## src/rtl/tod_transmitter_pkg.sv

```systemverilog
// tod_transmitter_pkg: shared event-code constants, TOD widths and the shift-code helper
package tod_transmitter_pkg;
  localparam logic [7:0] EVCODE_SHIFT_ZERO = 8'h70;
  localparam logic [7:0] EVCODE_SHIFT_ONE = 8'h71;
  localparam logic [7:0] EVCODE_SECONDS_MARKER = 8'h7D;
  localparam int unsigned TOD_SECONDS_WIDTH = 32;
  localparam int unsigned TOD_DELAY = 32;
  localparam int unsigned BIT_GAP = 2;
  localparam int unsigned BITS_W = $clog2(TOD_SECONDS_WIDTH + 1);
  function automatic logic [7:0] shift_code(input logic b);
    return b ? EVCODE_SHIFT_ONE : EVCODE_SHIFT_ZERO;
  endfunction
endpackage

```

## src/rtl/tod_shifter.sv

```systemverilog
// tod_shifter: seconds shift register, bit counter and delay/gap wait counter (load/advance/arm in, msb/last/done/wait_done out)
module tod_shifter
  import tod_transmitter_pkg::*;
(
  input  logic                         clk,
  input  logic                         rst,
  input  logic                         load,
  input  logic [TOD_SECONDS_WIDTH-1:0] load_value,
  input  logic                         advance,
  input  logic                         arm,
  input  logic [31:0]                  arm_value,
  output logic                         msb,
  output logic                         next_msb,
  output logic                         last,
  output logic                         done,
  output logic                         wait_done
);
  logic [TOD_SECONDS_WIDTH-1:0] shift_q, shift_d;
  logic [BITS_W-1:0] bits_q, bits_d;
  logic [31:0] wait_q, wait_d;
  always_comb begin
    shift_d = load ? load_value : advance ? {shift_q[TOD_SECONDS_WIDTH-2:0], 1'b0} : shift_q;
    bits_d = load ? BITS_W'(TOD_SECONDS_WIDTH) : advance ? bits_q - BITS_W'(1) : bits_q;
    wait_d = arm ? arm_value : wait_q != 32'd0 ? wait_q - 32'd1 : wait_q;
  end
  always_ff @(posedge clk) begin
    if (rst) begin
      shift_q <= '0;
      bits_q <= '0;
      wait_q <= '0;
    end else begin
      shift_q <= shift_d;
      bits_q <= bits_d;
      wait_q <= wait_d;
    end
  end
  assign msb = shift_q[TOD_SECONDS_WIDTH-1];
  assign next_msb = shift_q[TOD_SECONDS_WIDTH-2];
  assign last = bits_q == BITS_W'(1);
  assign done = bits_q == '0;
  assign wait_done = wait_q == 32'd0;
endmodule

```

## src/rtl/tod_transmitter.sv

```systemverilog
// tod_transmitter: on PPS emits seconds marker, delay, then next seconds MSB-first as shift codes (pps/load in, evCode valid/ready out, seconds/busy/early count out)
module tod_transmitter
  import tod_transmitter_pkg::*;
(
  input  logic                         clk,
  input  logic                         rst,
  input  logic                         ppsStrobe,
  input  logic                         secondsLoadValid,
  input  logic [TOD_SECONDS_WIDTH-1:0] secondsLoadValue,
  output logic [7:0]                   evCode,
  output logic                         evCodeValid,
  input  logic                         evCodeReady,
  output logic [TOD_SECONDS_WIDTH-1:0] seconds,
  output logic                         busy,
  output logic [15:0]                  ppsEarlyCounter
);
  localparam logic [2:0] ST_IDLE = 3'd0;
  localparam logic [2:0] ST_MARKER = 3'd1;
  localparam logic [2:0] ST_DELAY = 3'd2;
  localparam logic [2:0] ST_SHIFT = 3'd3;
  localparam logic [2:0] ST_GAP = 3'd4;
  localparam logic [31:0] DELAY_M1 = 32'(TOD_DELAY - 1);
  localparam logic [31:0] GAP_M1 = 32'(BIT_GAP - 1);
  logic [2:0] state_q, state_d;
  logic [7:0] code_q, code_d;
  logic valid_q, valid_d, busy_q, busy_d;
  logic [TOD_SECONDS_WIDTH-1:0] seconds_q, seconds_d, next_value;
  logic [15:0] early_q, early_d;
  logic sh_adv, sh_arm, msb, next_msb, last, done, wait_done, accept;
  logic [31:0] sh_arm_val;
  assign accept = valid_q && evCodeReady;
  assign next_value = secondsLoadValid ? secondsLoadValue : seconds_q + 1'b1;
  tod_shifter u_shifter (
    .clk(clk), .rst(rst), .load(ppsStrobe), .load_value(next_value), .advance(sh_adv),
    .arm(sh_arm), .arm_value(sh_arm_val), .msb(msb), .next_msb(next_msb), .last(last),
    .done(done), .wait_done(wait_done)
  );
  always_comb begin
    state_d = state_q;
    code_d = code_q;
    valid_d = valid_q;
    sh_adv = 1'b0;
    sh_arm = 1'b0;
    sh_arm_val = '0;
    seconds_d = ppsStrobe || secondsLoadValid ? next_value : seconds_q;
    early_d = ppsStrobe && state_q != ST_IDLE && early_q != 16'hFFFF ? early_q + 16'd1 : early_q;
    if (ppsStrobe) begin
      state_d = ST_MARKER;
      code_d = EVCODE_SECONDS_MARKER;
      valid_d = 1'b1;
    end else begin
      case (state_q)
        ST_MARKER: if (accept) begin
          sh_arm = 1'b1;
          sh_arm_val = DELAY_M1;
          state_d = TOD_DELAY == 0 ? ST_SHIFT : ST_DELAY;
          valid_d = TOD_DELAY == 0;
          code_d = TOD_DELAY == 0 ? shift_code(msb) : code_q;
        end
        ST_DELAY: if (wait_done) begin
          state_d = ST_SHIFT;
          valid_d = 1'b1;
          code_d = shift_code(msb);
        end
        ST_SHIFT: if (accept) begin
          sh_adv = 1'b1;
          sh_arm = 1'b1;
          sh_arm_val = GAP_M1;
          state_d = BIT_GAP != 0 ? ST_GAP : last ? ST_IDLE : ST_SHIFT;
          valid_d = BIT_GAP == 0 && !last;
          code_d = BIT_GAP == 0 && !last ? shift_code(next_msb) : code_q;
        end
        ST_GAP: if (wait_done) begin
          state_d = done ? ST_IDLE : ST_SHIFT;
          valid_d = !done;
          code_d = done ? code_q : shift_code(msb);
        end
        default: state_d = ST_IDLE;
      endcase
    end
    busy_d = state_d != ST_IDLE;
  end
  always_ff @(posedge clk) begin
    if (rst) begin
      state_q <= ST_IDLE;
      code_q <= '0;
      valid_q <= 1'b0;
      busy_q <= 1'b0;
      seconds_q <= '0;
      early_q <= '0;
    end else begin
      state_q <= state_d;
      code_q <= code_d;
      valid_q <= valid_d;
      busy_q <= busy_d;
      seconds_q <= seconds_d;
      early_q <= early_d;
    end
  end
  assign evCode = code_q;
  assign evCodeValid = valid_q;
  assign busy = busy_q;
  assign seconds = seconds_q;
  assign ppsEarlyCounter = early_q;
endmodule

```

## config.mk

```make
export PLATFORM = sky130hd
export DESIGN_NAME = tod_transmitter
export DESIGN_NICKNAME = d
export VERILOG_FILES = /design/src/rtl/tod_transmitter_pkg.sv /design/src/rtl/tod_shifter.sv /design/src/rtl/tod_transmitter.sv
export SDC_FILE = /design/constraint.sdc
export NUM_CORES = 1
export LEC_CHECK = 0
export BUFFER_PORTS_ARGS = -buffer_cell sky130_fd_sc_hd__clkbuf_2
export CORE_UTILIZATION = 58
export DETAILED_ROUTE_END_ITERATION = 10
export PLACE_DENSITY = 0.76
export SLEW_MARGIN = 20
export SYNTH_ARGS = -nofsm -noshare
export SYNTH_HDL_FRONTEND = slang
export SYNTH_SLANG_ARGS = --single-unit
```

## constraint.sdc

```tcl
create_clock -name clk -period 3 [get_ports clk]
set_input_delay 0.15 -clock clk [delete_from_list [all_inputs] [get_ports clk]]
set_output_delay 0.15 -clock clk [all_outputs]
set_load 0.01 [all_outputs]
```

# Word-level counts from Yosys, hierarchy flattened
# Index checks and enable logic that the tools add are counted.
# W data, S select, Z words.
[totals]
register_bits = 131
in_bits = 37
output_inout_bits = 58
wordCells = 81
[op_classes]
n_addsub = 4
eq_ne = 12
n_mux = 34
n_reduce_logical = 20
[op_table]
columns = ["operator", "n"]
rows = [
  ["$mux W32", 5],
  ["$add A32 B1 Y32 const B", 1],
  ["$logic_not A32 Y1", 1],
  ["$reduce_bool A32 Y1", 1],
  ["$sub A32 B1 Y32 const B", 1],
  ["$mux W8", 3],
  ["$add A16 B1 Y16 const B", 1],
  ["$ne A16 B16 Y1 const B", 1],
  ["$pmux W8 S2", 1],
  ["$mux W3", 5],
  ["$mux W6", 2],
  ["$pmux W3 S4", 1],
  ["$reduce_and A4 Y1", 3],
  ["$mux W1", 11],
  ["$mux W5", 2],
  ["$pmux W5 S2", 1],
  ["$reduce_bool A3 Y1", 3],
  ["$mux W7", 1],
  ["$eq A3 B2 Y1 const B", 2],
  ["$logic_not A6 Y1", 1],
  ["$ne A3 B2 Y1 const B", 2],
  ["$reduce_bool A2 Y1", 3],
  ["$sub A6 B1 Y6 const B", 1],
  ["$ne A2 B1 Y1 const B", 2],
  ["other kinds (12)", 15],
]

# Depth between registers and ports, before layout
[depth]
ltp_word = 6
depth_mapped = 9
ltp_nobuf = 7

# Hierarchy
# Synthesis repeated with hierarchy kept, for this count alone.
[hier_totals]
hier_cells = 941
area_unflattened_um2 = 7631.1
[by_module_without_submodules]
columns = ["module", "n_inst", "cells_each", "area_per_inst_um2"]
rows = [
  ["tod_transmitter", 1, 526, 4022.6],
  ["tod_shifter", 1, 415, 3608.5],
]

# Least setup slack after synthesis
# Ideal clock, no wire load.
[synth_path]
path_type = "reg2reg"
start = "reg u_shifter.wait_q[20]"
end = "reg u_shifter.wait_q[14]"
setup_ps = 154
arrival_ps = 2360
required_time_ps = 2846
setup_slack_ps = 486
path_stages_with_launch = 8
path_buffers = 2
cell_sequence = "dfxtp_1 -> or4_1 -> buf_2 -> or4_4 -> buf_6 -> or4_1 -> a31oi_1 -> a311oi_1"
[synth_between]
elab_chain_len = 2
[synth_rtl]
columns = ["item", "line", "source"]
rows = [
  ["start: declaration", "tod_shifter.sv:20", "logic [31:0] wait_q, wait_d;"],
  ["start signal: assignment", "tod_shifter.sv:34", "wait_q <= wait_d;"],
  ["$reduce_bool A32 Y1", "tod_shifter.sv:24", "wait_d = arm ? arm_value : wait_q != 32'd0 ? wait_q - 32'd1 : wait_q;"],
  ["$reduce_bool A2 Y1 (no source line)", "--", ""],
]
# No other way between the ends.
# A chain may end at the register's enable or synchronous reset.

# Worst setup path after layout
[layout_path]
start = "reg u_shifter.wait_q[20]"
end = "reg valid_q, in the netlist evCodeValid"
[layout_between]
elab_chain_len = 3
word_cells_on_any_way = 4
classes_between = "2 x eq/ne; 2 x reduce/logical"
[layout_rtl]
columns = ["item", "line", "source"]
rows = [
  ["$logic_not A32 Y1 (*)", "tod_shifter.sv:41", "assign wait_done = wait_q == 32'd0;"],
  ["$ne A3 B2 Y1 (no source line)", "--", ""],
  ["$reduce_and A4 Y1 (no source line) (*)", "--", ""],
  ["end signal: assignment", "tod_transmitter.sv:94", "valid_q <= valid_d;"],
  ["end: declaration", "tod_transmitter.sv:26", "logic valid_q, valid_d, busy_q, busy_d;"],
]
# Mark *: on every way between the ends. The rest lies on a longest branch, timed or not.

==> results.txt <==
* Main combinational cell family by area after synthesis: simple AND/OR/NAND/NOR gates
- The run finished with clean final reports.
- Together, buffers and inverters on the worst path number 0.
- Routed WL: 18.81 mm
* CTS Root Buffer Type: sky130_fd_sc_hd__clkbuf_16
- Total clock buffers created by CTS: 17
- Starting density of the core: 0.5986
* Die span in y: 110.8 µm
* Element type at the critical path start: flip-flop
- Critical path class: flip-flop to flip-flop
* Cell area after layout: 8029 µm²
- GR Util met1: 0.3572
- The number of antenna violations at the first check in global routing is 0.
* Fin Setup TNS: 0 ns
- Dominant synthesized flop cell: sky130_fd_sc_hd__dfxtp_1
- At the pin with the least slew margin, the transition time is 0.8615 ns.
- The tool flagged a number of max-cap violations equal to 0.
- Maximum cell stage delay along the critical path: 0.65 ns
- Input and output buffers added on the ports amount to 92.
* GP Congestion: 0.8690
- Number of nets at the end of the flow: 965
- Measured along the x axis, the die boundary spans 110.8 µm.
- Via total after detailed routing: 6854
- The total count of hold-check failures in the final report is 0.
- Final Max Tran Viols: 0
- Proportion of register bits with asynchronous set or reset after synthesis: 0
- Slew headroom: 0.4256
- Seq cells post-synth: 126
- In this design, the largest share of critical-path delay is due to simple AND/OR/NAND/NOR gates.
- The compound-gate portion of the synthesized area came to 0.2149.
- Between clock sinks in the finished design, the worst skew comes to 0.006775 ns.
* Final number of setup-violating endpoints: 0
- Hold Crit Depth: 3
- The wire-length estimate of the detail-placed layout is 12.83 mm.
- The repair_antennas step left the layout with diodes totalling 0.
* Count of nets left with antenna violations after detail routing: 0
- First-pass detailed-route iteration total: 5
- Of the total synthesized cell area, the portion taken by XOR and XNOR cells is 0.08677.
- Across the VDD grid, the largest voltage drop is 0.8684 mV.
- Across all register-to-register paths, the minimum setup slack is 0.29 ns.
- Maximum fanout along the worst path: 10
* First-pass GRT wire length: 30.65 mm
* Final cycle utilization of the critical path: 0.9049
- Adder-cell area share of the yosys netlist: 0.009114
* Clock sink count: 126
- The area growth from synthesis to layout is 16.97%.
* Data required time at the worst endpoint: 3.27 ns
- The number of placed instances, taps included, is 1041.
- In this run the count of I/O pins placed on the die edge is 95.
- Maximum number of pins on one net before global-route repair: 80
* Portion of netlist area occupied by mux cells: 0.01039
* # DRC: 0
* Fraction of met3 tracks used by global routing: 0.07764
- Post-synthesis cell type count: 61
- After clock tree synthesis, the clock-pin slew on the worst setup and hold paths is 0.05 ns.
- TritonCTS clock tree: yes
- The layer flagged by global routing as most heavily used is met2.
- FF-to-FF path depth: 5
- Series of cell instances along the critical path: or4_1, or4_4, or3_1, o2111ai_1, o21ai_1
* Placed Area: 7377 µm²
* Clock insertion delay at the later pin of the skew report: 0.41 ns
- Post-layout total power: 6.498 mW
- The number of setup buffers added after CTS is 0.
- In this run the static leakage power is 3.000 nW.
- Post-Syn Area: 6864 µm²
- H-tree Lvls: 4
* Number of cells in the finished layout apart from fillers: 1078
* Total Die Area: 12270 µm²
* Overflow left after global routing: 0
- In this run the core area contains 39 standard-cell rows.
- In the final routed layout, each cell accounts on average for 17.45 µm.
- Fin crit period: 2.715 ns
- Clock tree buffer depth: 2
- Number of vias per cell after detailed routing: 6.358
* Number of warning messages in the yosys log: 0
- The floorplan step defined a core boundary enclosing 11470 µm².
* Final worst setup slack: 0.2854 ns
- Total GRT Usage: 0.3067
- Met2 Usage GRT: 0.5288
* Number of enable flip-flop cells after synthesis: 0
- Post-Place Worst Slack: 0.3218 ns
- Setup repair after global routing left no endpoint under its margin.
* CP endpoint kind: flip-flop
- Post-synthesis cell count: 850
- The detailed router finished its first iteration with 684 violations.
- Of the total synthesized cell area, the portion taken by AND, OR, NAND and NOR gates is 0.2539.
- In the final layout, the share of cells above drive strength 1 is 0.1647.
* Worst min-delay path startpoint: secondsLoadValue[25]
- Data arrives at the worst endpoint at 2.98 ns.
* Worst hold endpoint: seconds[25]
- A synthesized cell averages 8.075 µm².
- End of the worst register-to-register path: evCodeValid
- Path class of the lowest-slack min-delay path: input pin to flip-flop
- Static timing analysis puts the maximum clock frequency at 368.4 MHz.
* Crit path max-delay cell type: sky130_fd_sc_hd__or4_1
- Total power divided by cell area: 809.4 nW/µm²
- In this run the critical register-to-register path is launched from u_shifter.wait_q[20].
- Via count of the first global-routing pass: 6427
- Of the synthesized area, sequential elements account for 0.3675.
-- worst min-delay path, cell delays in order --
cell,delay [ns]
sky130_fd_sc_hd__clkbuf_2,0.09
sky130_fd_sc_hd__nor2_1,0.08
sky130_fd_sc_hd__a311oi_1,0.05
-- stage by stage --
stage	util	hold WS [ns]
6_report	0.7002	0.005564
5_1_grt	0.7002	0.01764
4_1_cts	0.7002	0.002370
3_5_place_dp	0.6433	0.4071
3_3_place_gp	0.6433	0.3977
2_1_floorplan	-	0.2927
-- flip-flops by register name, summed over array words and instances (netlist names) --
register / count
seconds: 32
u_shifter.shift_q: 32
u_shifter.wait_q: 32
ppsEarlyCounter: 16
u_shifter.bits_q: 6
evCode: 3
state_q: 3
busy: 1
evCodeValid: 1
-- per-layer routing --
layer	part of all wire	wire, µm
met1	0.40	7613
met2	0.50	9410
met3	0.074	1386
met4	0.021	403
met5	0	0
-- logic make-up (layout without fill, tap and decap cells) --
| group | Yosys count | in the layout |
|---|---|---|
| other | 1 | 2 |
| AO/OA/AOI/OAI | 226 | 226 |
| buffers and inverters | 91 | 175 |
| AND/OR/NAND/NOR | 326 | 326 |
| multiplexers | 7 | 7 |
| XOR/XNOR | 68 | 68 |
| adder cells (fa/ha/maj) | 5 | 5 |
| flip-flops | 126 | 126 |
-- timing repair --
item | in CTS | in global routing
gates resized for setup | 0 | 0
hold buffers | 6 | 0
endpoints found under the hold margin | 6 | 0
-- placed cells by master (no fill, tap or decap), types with 11 or more instances in the layout --
master                      synthesis  layout
sky130_fd_sc_hd__nand3_1           33      33
sky130_fd_sc_hd__o21ai_1           13      13
sky130_fd_sc_hd__a221oi_1          11      11
sky130_fd_sc_hd__or4_1             21      21
sky130_fd_sc_hd__o22ai_1           15      15
sky130_fd_sc_hd__clkbuf_2           1      92
sky130_fd_sc_hd__dfxtp_1          126     126
sky130_fd_sc_hd__nand2_1           47      47
sky130_fd_sc_hd__buf_4              6      21
sky130_fd_sc_hd__nor4_1            16      16
sky130_fd_sc_hd__xnor2_1           31      31
sky130_fd_sc_hd__a22oi_1           15      15
sky130_fd_sc_hd__nor2_1            78      78
sky130_fd_sc_hd__or3_1             29      29
sky130_fd_sc_hd__nor3_1            32      31
sky130_fd_sc_hd__clkbuf_16          0      17
sky130_fd_sc_hd__inv_1             25      24
sky130_fd_sc_hd__o21ai_0           36      36
sky130_fd_sc_hd__nand4_1           27      27
sky130_fd_sc_hd__a311oi_1          11      11
sky130_fd_sc_hd__a21oi_1           58      57
sky130_fd_sc_hd__xor2_1            37      37
-- how the worst max path moves through the flow --
stage,slack (ns),start,endpoint,cells after the start
4_1_cts,0.30,u_shifter.wait_q[20],evCodeValid,5
3_3_place_gp,0.40,u_shifter.wait_q[20],evCodeValid,5
2_1_floorplan,0.49,u_shifter.wait_q[20],u_shifter.wait_q[14],7
3_5_place_dp,0.32,u_shifter.wait_q[20],evCodeValid,5
6_report,0.29,u_shifter.wait_q[20],evCodeValid,5
5_1_grt,0.18,u_shifter.wait_q[20],evCode[0],5
-- synthesized netlist by cell type (all sizes together), types with 2 or more instances --
cell,instances,share of area
o22ai,15,0.014
or2,4,0.0036
and4,5,0.0064
a221oi,11,0.014
o311ai,3,0.0038
and3,9,0.0082
a311oi,11,0.014
a21oi,59,0.044
xor2,37,0.047
o21ai,49,0.036
nand4,27,0.025
ha,5,0.0091
nand3,33,0.024
o211a,3,0.0044
o41ai,2,0.0026
a31oi,8,0.0073
nor4,17,0.018
inv,25,0.014
nand4b,5,0.0064
o21a,3,0.0033
nand2,47,0.026
o221ai,2,0.0026
mux2i,6,0.0087
or4,22,0.025
a211oi,10,0.011
and2,4,0.0036
a32oi,2,0.0026
o32ai,3,0.0038
a32o,6,0.0087
nand2b,8,0.0073
a22oi,15,0.016
nor3,33,0.026
xnor2,31,0.040
or3,29,0.026
nor2,78,0.043
o211ai,7,0.0077
dfxtp,126,0.37
clkbuf,54,0.030
buf,12,0.013
o31ai,9,0.0098
o2111ai,4,0.0051
-- report_power, final --
group / switching, mW / leakage, nW / total [mW] / internal [mW]
Clock: 0.719 / 0.294 / 2.08 / 1.36
Sequential: 0.288 / 1.03 / 2.23 / 1.94
Combinational: 1.33 / 1.67 / 2.19 / 0.861
-- final cells by class --
class | count | area [µm²]
timing repair buffer | 119 | 678.2
multi-input combinational | 634 | 3964
tap | 143 | 178.9
fill | 922 | 3438
sequential | 126 | 2522
clock inverter | 7 | 110.1
inverter | 25 | 93.84
clock buffer | 24 | 481.7
Note: power is estimated with default switching activity, not from simulation.
